**src/rtl/resp_stat_pkg.sv**
```systemverilog
// resp_stat_pkg: shared sizes and FSM state type for the response statistics accumulator
package resp_stat_pkg;
   localparam int NUM_OUTPUTS = 22;
   localparam int CNT_W = 16;
   localparam int IDX_W = 5;
   typedef enum logic [1:0] {IDLE, ACCUM, DONE} state_e;
endpackage

```
**src/rtl/resp_stat_acc_bit_counter.sv**
```systemverilog
// stat_bit_counter: counts the ones seen on one response bit while enabled
module stat_bit_counter
   import resp_stat_pkg::*;
(
   input  logic             clk_i,
   input  logic             rst_i,
   input  logic             clr_i,
   input  logic             en_i,
   input  logic             bit_i,
   output logic [CNT_W-1:0] cnt_o
);
   logic [CNT_W-1:0] cnt_q;
   // clear has priority over counting so a new run starts from zero
   always_ff @(posedge clk_i)
      if (rst_i || clr_i) cnt_q <= '0;
      else if (en_i && bit_i) cnt_q <= cnt_q + 1'b1;
   assign cnt_o = cnt_q;
endmodule

```
**src/rtl/resp_stat_acc.sv**
```systemverilog
// resp_stat_acc: accumulates per-bit ones counts over a run of responses and reports the majority
module resp_stat_acc
   import resp_stat_pkg::*;
(
   input  logic                   v_in1_v,
   input  logic                   reset,
   input  logic                   start,
   input  logic [CNT_W-1:0]       num_samples,
   input  logic                   resp_valid,
   input  logic [NUM_OUTPUTS-1:0] resp_data,
   output logic                   busy,
   output logic                   done,
   output logic [CNT_W-1:0]       sample_count,
   output logic [NUM_OUTPUTS-1:0] majority,
   input  logic [IDX_W-1:0]       rd_idx,
   output logic [CNT_W-1:0]       rd_count
);
   state_e state_q, state_d;
   logic [CNT_W-1:0] scnt_q, scnt_d, target_q, target_d, rd_q, scnt_n;
   logic [NUM_OUTPUTS-1:0] maj_q, maj_d;
   logic [CNT_W-1:0] ones [NUM_OUTPUTS];
   logic go, accept, last;
   assign go = start && state_q != ACCUM;
   assign accept = state_q == ACCUM && resp_valid;
   assign scnt_n = scnt_q + 1'b1;
   assign last = accept && scnt_n == target_q;
   for (genvar i = 0; i < NUM_OUTPUTS; i++) begin : g_cnt
      stat_bit_counter u_cnt (
         .clk_i(v_in1_v),
         .rst_i(reset),
         .clr_i(go),
         .en_i (accept),
         .bit_i(resp_data[i]),
         .cnt_o(ones[i])
      );
   end
   // next state, run bookkeeping and majority of the counts including the final sample
   always_comb begin
      state_d = state_q;
      scnt_d = accept ? scnt_n : scnt_q;
      target_d = target_q;
      maj_d = maj_q;
      if (go) begin
         state_d = num_samples == '0 ? DONE : ACCUM;
         scnt_d = '0;
         target_d = num_samples;
         maj_d = '0;
      end else if (last) begin
         state_d = DONE;
         for (int i = 0; i < NUM_OUTPUTS; i++)
            maj_d[i] = {ones[i] + CNT_W'(resp_data[i]), 1'b0} > {1'b0, scnt_n};
      end
   end
   // state and result registers, plus the registered counter readback
   always_ff @(posedge v_in1_v)
      if (reset) begin
         state_q <= IDLE;
         scnt_q <= '0;
         target_q <= '0;
         maj_q <= '0;
         rd_q <= '0;
      end else begin
         state_q <= state_d;
         scnt_q <= scnt_d;
         target_q <= target_d;
         maj_q <= maj_d;
         rd_q <= rd_idx < IDX_W'(NUM_OUTPUTS) ? ones[rd_idx] : '0;
      end
   assign busy = state_q == ACCUM;
   assign done = state_q == DONE;
   assign sample_count = scnt_q;
   assign majority = maj_q;
   assign rd_count = rd_q;
endmodule

```
**config.mk**
```make
export PLATFORM = sky130hd
export DESIGN_NAME = resp_stat_acc
export DESIGN_NICKNAME = d
export VERILOG_FILES = /design/src/rtl/resp_stat_pkg.sv /design/src/rtl/resp_stat_acc_bit_counter.sv /design/src/rtl/resp_stat_acc.sv
export SDC_FILE = /design/constraint.sdc
export NUM_CORES = 2
export LEC_CHECK = 0
export CAP_MARGIN = 20
export CORE_MARGIN = 10
export CORE_UTILIZATION = 57
export DETAILED_ROUTE_END_ITERATION = 6
export GPL_TIMING_DRIVEN = 1
export PLACE_DENSITY = 0.85
export SLEW_MARGIN = 40
export SYNTH_ARGS = -nofsm -noshare
export SYNTH_HDL_FRONTEND = slang
export SYNTH_SLANG_ARGS = --single-unit
```
**constraint.sdc**
```tcl
create_clock -name v_in1_v -period 4.14 [get_ports v_in1_v]
set_input_delay 1.035 -clock v_in1_v [delete_from_list [all_inputs] [get_ports v_in1_v]]
set_output_delay 1.035 -clock v_in1_v [all_outputs]
set_load 0.02 [all_outputs]
```
# After elaboration in Yosys (flattened, before gate mapping)

Index checks and enable logic that the tools add are counted.

Add/subtract/negate cells: 45
Magnitude comparators: 24
Equal/unequal tests: 4
Multiplexer cells: 6
Bitwise logic cells: 2
Reduce and logical (&&, ||, !) cells: 30

Operators with widths:

| kind                                              | count |
|---|---|
| greater-than comparator 17 x 16 -> 1 bit          | 22 |
| adder 16 x 1 -> 16 bit, second input constant     | 23 |
| adder 16 x 1 -> 16 bit                            | 22 |
| binary-select mux 16 bit (select 5 bit)           | 1 |
| two-way mux 16 bit                                | 2 |
| logical AND 1 bit                                 | 25 |
| == test 16 bit                                    | 1 |
| zero test 16 bit                                  | 1 |
| >= comparator 6 bit, second input constant        | 1 |
| two-way mux 2 bit                                 | 3 |
| inverter 5 -> 6 bit                               | 1 |
| less-than comparator 5 bit, second input constant | 1 |
| OR reduction 2 bit                                | 2 |
| == test 2 x 1 -> 1 bit, second input constant     | 1 |
| == test 2 bit, second input constant              | 1 |
| != test 2 x 1 -> 1 bit, second input constant     | 1 |
| nonzero test 2 bit                                | 1 |
| logical OR 1 bit                                  | 1 |
| inverter 1 bit                                    | 1 |

Bits in registers: 424
Input port bits: 47
Output and inout bits: 56
Word-level logic and storage cells: 138

# Depth between registers and ports, before layout

Depth in word-level cells: 5
Mapped depth: 16

# Modules after synthesis

From an unflattened synthesis, not the netlist that was laid out.

Cells, all modules: 4123
Area total of the unflattened synthesis: 34868.4 µm²

Modules (own cells, without submodules):

| module           | instances | cells an instance | area each (µm²) | sequential area each (µm²) |
|---|---|---|---|---|
| resp_stat_acc    | 1         | 2319              | 18848.1         | 1441.4 |
| stat_bit_counter | 22        | 82                | 728.2           | 320.3 |

# Worst setup path after synthesis

Ideal clock, no wire load.

Path kind: register to register
From: register scnt_q[1] (netlist: sample_count[1])
To: register maj_q[10] (netlist: majority[10])
Data arrival time: 4.072 ns
Data required time: 4.008 ns
Setup slack: -0.065 ns
Cell stages (with the launch flop): 13
Buffers on the path: 0
Period minus slack after synthesis: 4.205 ns
Path through: dfxtp_1 ha_1 nand3_1 xnor2_1 ha_1 and3_1 a221o_1 a221o_1 maj3_1 a211oi_1 nand2b_1 a221o_1 a21oi_1

Word-level cells in the longest chain between the ends: 3

Ends and longest elaborated chain:

| element                                                                                          | line                | text |
|---|---|---|
| from (decl)                                                                                      | resp_stat_acc.sv:19 | `logic [CNT_W-1:0] scnt_q, scnt_d, target_q, target_d, rd_q, scnt_n;` |
| from (signal assigned)                                                                           | resp_stat_acc.sv:64 | `scnt_q <= scnt_d;` |
| adder 16 x 1 -> 16 bit (*)                                                                       | resp_stat_acc.sv:25 | `assign scnt_n = scnt_q + 1'b1;` |
| parallel branches: the longest is 2 deep, another holds greater-than comparator 17 x 16 -> 1 bit | n/a                 |  |
| to (signal assigned)                                                                             | resp_stat_acc.sv:66 | `maj_q <= maj_d;` |
| to (decl)                                                                                        | resp_stat_acc.sv:20 | `logic [NUM_OUTPUTS-1:0] maj_q, maj_d;` |

Every way passes the cells marked *.
A chain may end at the register's enable or synchronous reset.

# Worst setup path after layout

From: register scnt_q[7] (netlist: sample_count[7])
To: register maj_q[5] (netlist: majority[5])

Same word-level chain as after synthesis.

==> impl_metrics.tcl <==
set metrics [dict create \
    status "complete, no violations" \
    drtIter0Drc 3468 \
    clkSinkCount 424 \
    grt_max_degree 68 \
    ys.flop_type "dfxtp_1" \
    synth_nets 4553 \
    leakagePower_nw 15.1 \
    synth_top_area_share_pct 25.1 \
    async_flop_share_pct 0 \
    fillers 4803 \
    crit_type "flip-flop to flip-flop" \
    antenna_found_initial 7 \
    synth_top_area_cell "dfxtp_1" \
    die_w_um 264 \
    max_freq_mhz 251 \
    postSynthCellCount 4153 \
    clk_latency_ns 0.63 \
    yosysUniqueCellTypes 81 \
    skew_ns 0.0314 \
    crit_path_start_kind "flip-flop" \
    cp-end-kind "flip-flop" \
    stdcell_area_mm2 0.0382 \
    totalWireLength_mm 106 \
    max-slew-margin-rel_pct 50.6 \
    layout_min_cycle_time_ns 3.99 \
    slew_violations 0 \
    cp_slowest_cell "nor3_1" \
    clkTransAtPathRegs_ns 0.06 \
    die_height_um 264 \
    path_max_fanout 22 \
    ys_top_cells_by_area "dfxtp_1, ha_1, xor2_1" \
    powerDensity_mw_per_mm2 253 \
    core-area_mm2 0.0589 \
    grt_pass1_wl_mm 163 \
    yosys-top-cells-count "nor2_1, dfxtp_1, ha_1" \
    clockBufferDepth 3 \
    vias_per_cell 6.38 \
    gr-total-overflow 0 \
    grt_busiest_layer "met2" \
    io_buffers 102 \
    synth_edf_count 0 \
    core.rowCount 89 \
    ir_worst_vdd_mv 0.343 \
    holdBufCountCts 0 \
    cts_tree "done" \
    hold_path_class "flip-flop to flip-flop" \
    r2r-start "sample_count[7]$_SDFFE_PP0P_" \
    via_count 31950 \
    final_core_util_pct 64.8 \
    synth-seq-cells 424 \
    crit_start "sample_count[7]$_SDFFE_PP0P_" \
    drv_cap 0 \
    post-route-period-util_pct 96.4 \
    cpPeakStageDelay_ns 0.57 \
    rrSetupSlack_ns 0.15 \
    dr.pass1.iters 6 \
    grt_use_met2_pct 45.0 \
    crit_arrival_ns 4.47 \
    required_ns 4.62 \
    syn-cell-area_mm2 0.0339 \
    routedWlPerCell_um 21.1 \
    drive_above_1_share_pct 8.55 \
    power_mw 9.65 \
    hold_ws_ns 0.455 \
    path_cells "and4_1 -> nand4_1 -> nor3_1 -> xnor2_2 -> buf_12 -> ha_1 -> a21o_1 -> a2111o_1 -> a2111oi_0 -> or3_4 -> a21oi_2" \
    placed_area_mm2 0.0363 \
    post_cts_resize_count 0 \
    r2r_end "majority[5]$_SDFFE_PP0P_" \
    grt_pass1_vias 29874 \
    met1_usage_pct 36.9 \
    root_buffer "clkbuf_16" \
    rsz0062_at_grt "false" \
    crit_buf_inv 1 \
    synth.most_common_cell "nor2_1" \
    crit_end "majority[5]$_SDFFE_PP0P_" \
    setup_violations 0 \
    antenna_left 0 \
    tightest_slew_ns 0.740 \
    critical_path_depth 11 \
    place_ws_ns -0.273 \
    rr_worst_depth 11 \
    die_area_mm2 0.0696 \
    finalHoldViolations 0 \
    cts-buffers-inserted 51 \
    yosysSeqAreaShare_pct 25.1 \
    initial_utilization_pct 57.5 \
    globalplace.congestion 0.988 \
    avgSynthCellArea_um2 8.16 \
    drc 0 \
    syn2layout_area_growth_pct 12.6 \
    cts_setup_buffers 0 \
    critPathTopFamily "simple AND/OR/NAND/NOR gates" \
    h-tree-depth 2 \
    io_pins 103 \
    setup_slack_ns 0.148 \
    dp_hpwl_mm 77.4 \
    yosysWarnings 0 \
    use_met3_pct 5.06 \
    fin_nets 4596 \
    grt_util_all_layers_pct 28.8 \
]
==> cell families after synthesis <==
logic type	synth area share [%]
and+or+nand+nor	23.7
AOI/OAI and AO/OA	11.1
xor gates and xnor gates	15.6
DFF	25.1
adders and majority gates	13.5
buffers and inverters	3.77
muxes	7.21
==> metal layers <==
layer | routed length [um] | part of all wire, %
met5 | 23 | 0.022
met4 | 6660 | 6.3
met3 | 10800 | 10
met2 | 46100 | 44
met1 | 42000 | 40
==> tightest hold or removal path, cell delays in order (launching register included) <==
cell and delay [ns]:
dfxtp_1 0.31, nand2_1 0.05, a21oi_1 0.05
==> report_power, final <==
group / switching (mW) / total [mW] / internal (mW)
clock: 1.92 / 4.91 / 2.99
combinational: 0.357 / 0.617 / 0.259
sequential: 0.0208 / 4.12 / 4.10
total: 2.30 / 9.65 / 7.35
==> cell usage in the layout, fill, tap and decap left out, types with 98 or more instances in the layout <==
cell type / netlist / routed
a21oi_1: 243 / 243
buf_4: 4 / 126
clkdlybuf4s50_1: 0 / 98
dfxtp_1: 424 / 423
ha_1: 353 / 353
nand2_1: 340 / 339
nand3_1: 287 / 287
nand4_1: 129 / 129
nor2_1: 495 / 494
o21ai_0: 146 / 146
or3_1: 113 / 113
xnor2_1: 271 / 262
xor2_1: 317 / 315
==> per-stage QoR <==
stage          cells  setup TNS, ns
6_report        5011              0
2_1_floorplan   4153              0
5_1_grt         5009              0
3_3_place_gp    4916         -0.587
4_1_cts         5008              0
3_5_place_dp    4916          -1.36
==> state kept, by name, indices dropped and copies added, names as in the netlist <==
signal             count
rd_count              16
g_cnt.u_cnt.cnt_o    352
target_q              16
majority              22
sample_count          16
state_q                2
==> worst min-delay path by stage <==
| stage | depth (start not counted) | slack (ns) | start | to |
|---|---|---|---|---|
| floorplan | 2 | 0.44 | target_q[12]$_SDFFE_PP0P_ | target_q[12]$_SDFFE_PP0P_ |
| global placement | 2 | 0.44 | majority[17]$_SDFFE_PP0P_ | majority[17]$_SDFFE_PP0P_ |
| detailed placement | 2 | 0.45 | target_q[15]$_SDFFE_PP0P_ | target_q[15]$_SDFFE_PP0P_ |
| CTS | 2 | 0.46 | majority[17]$_SDFFE_PP0P_ | majority[17]$_SDFFE_PP0P_ |
| global route | 2 | 0.48 | majority[17]$_SDFFE_PP0P_ | majority[17]$_SDFFE_PP0P_ |
| finish | 2 | 0.45 | majority[17]$_SDFFE_PP0P_ | majority[17]$_SDFFE_PP0P_ |
==> cell type report <==
type                            count  area, um2  share of cell area (%)
Multi-Input combinational cell   3404      24300                    63.7
Sequential cell                   424       8490                    22.2
Timing Repair Buffer              245       2310                    6.05
Clock buffer                       65       1430                    3.74
Tap cell                          773        967                    2.53
Clock inverter                     27        383                    1.00
Inverter                           70        263                   0.689
Antenna cell                        3       7.51                  0.0197
(Power assumes the default switching activity.)
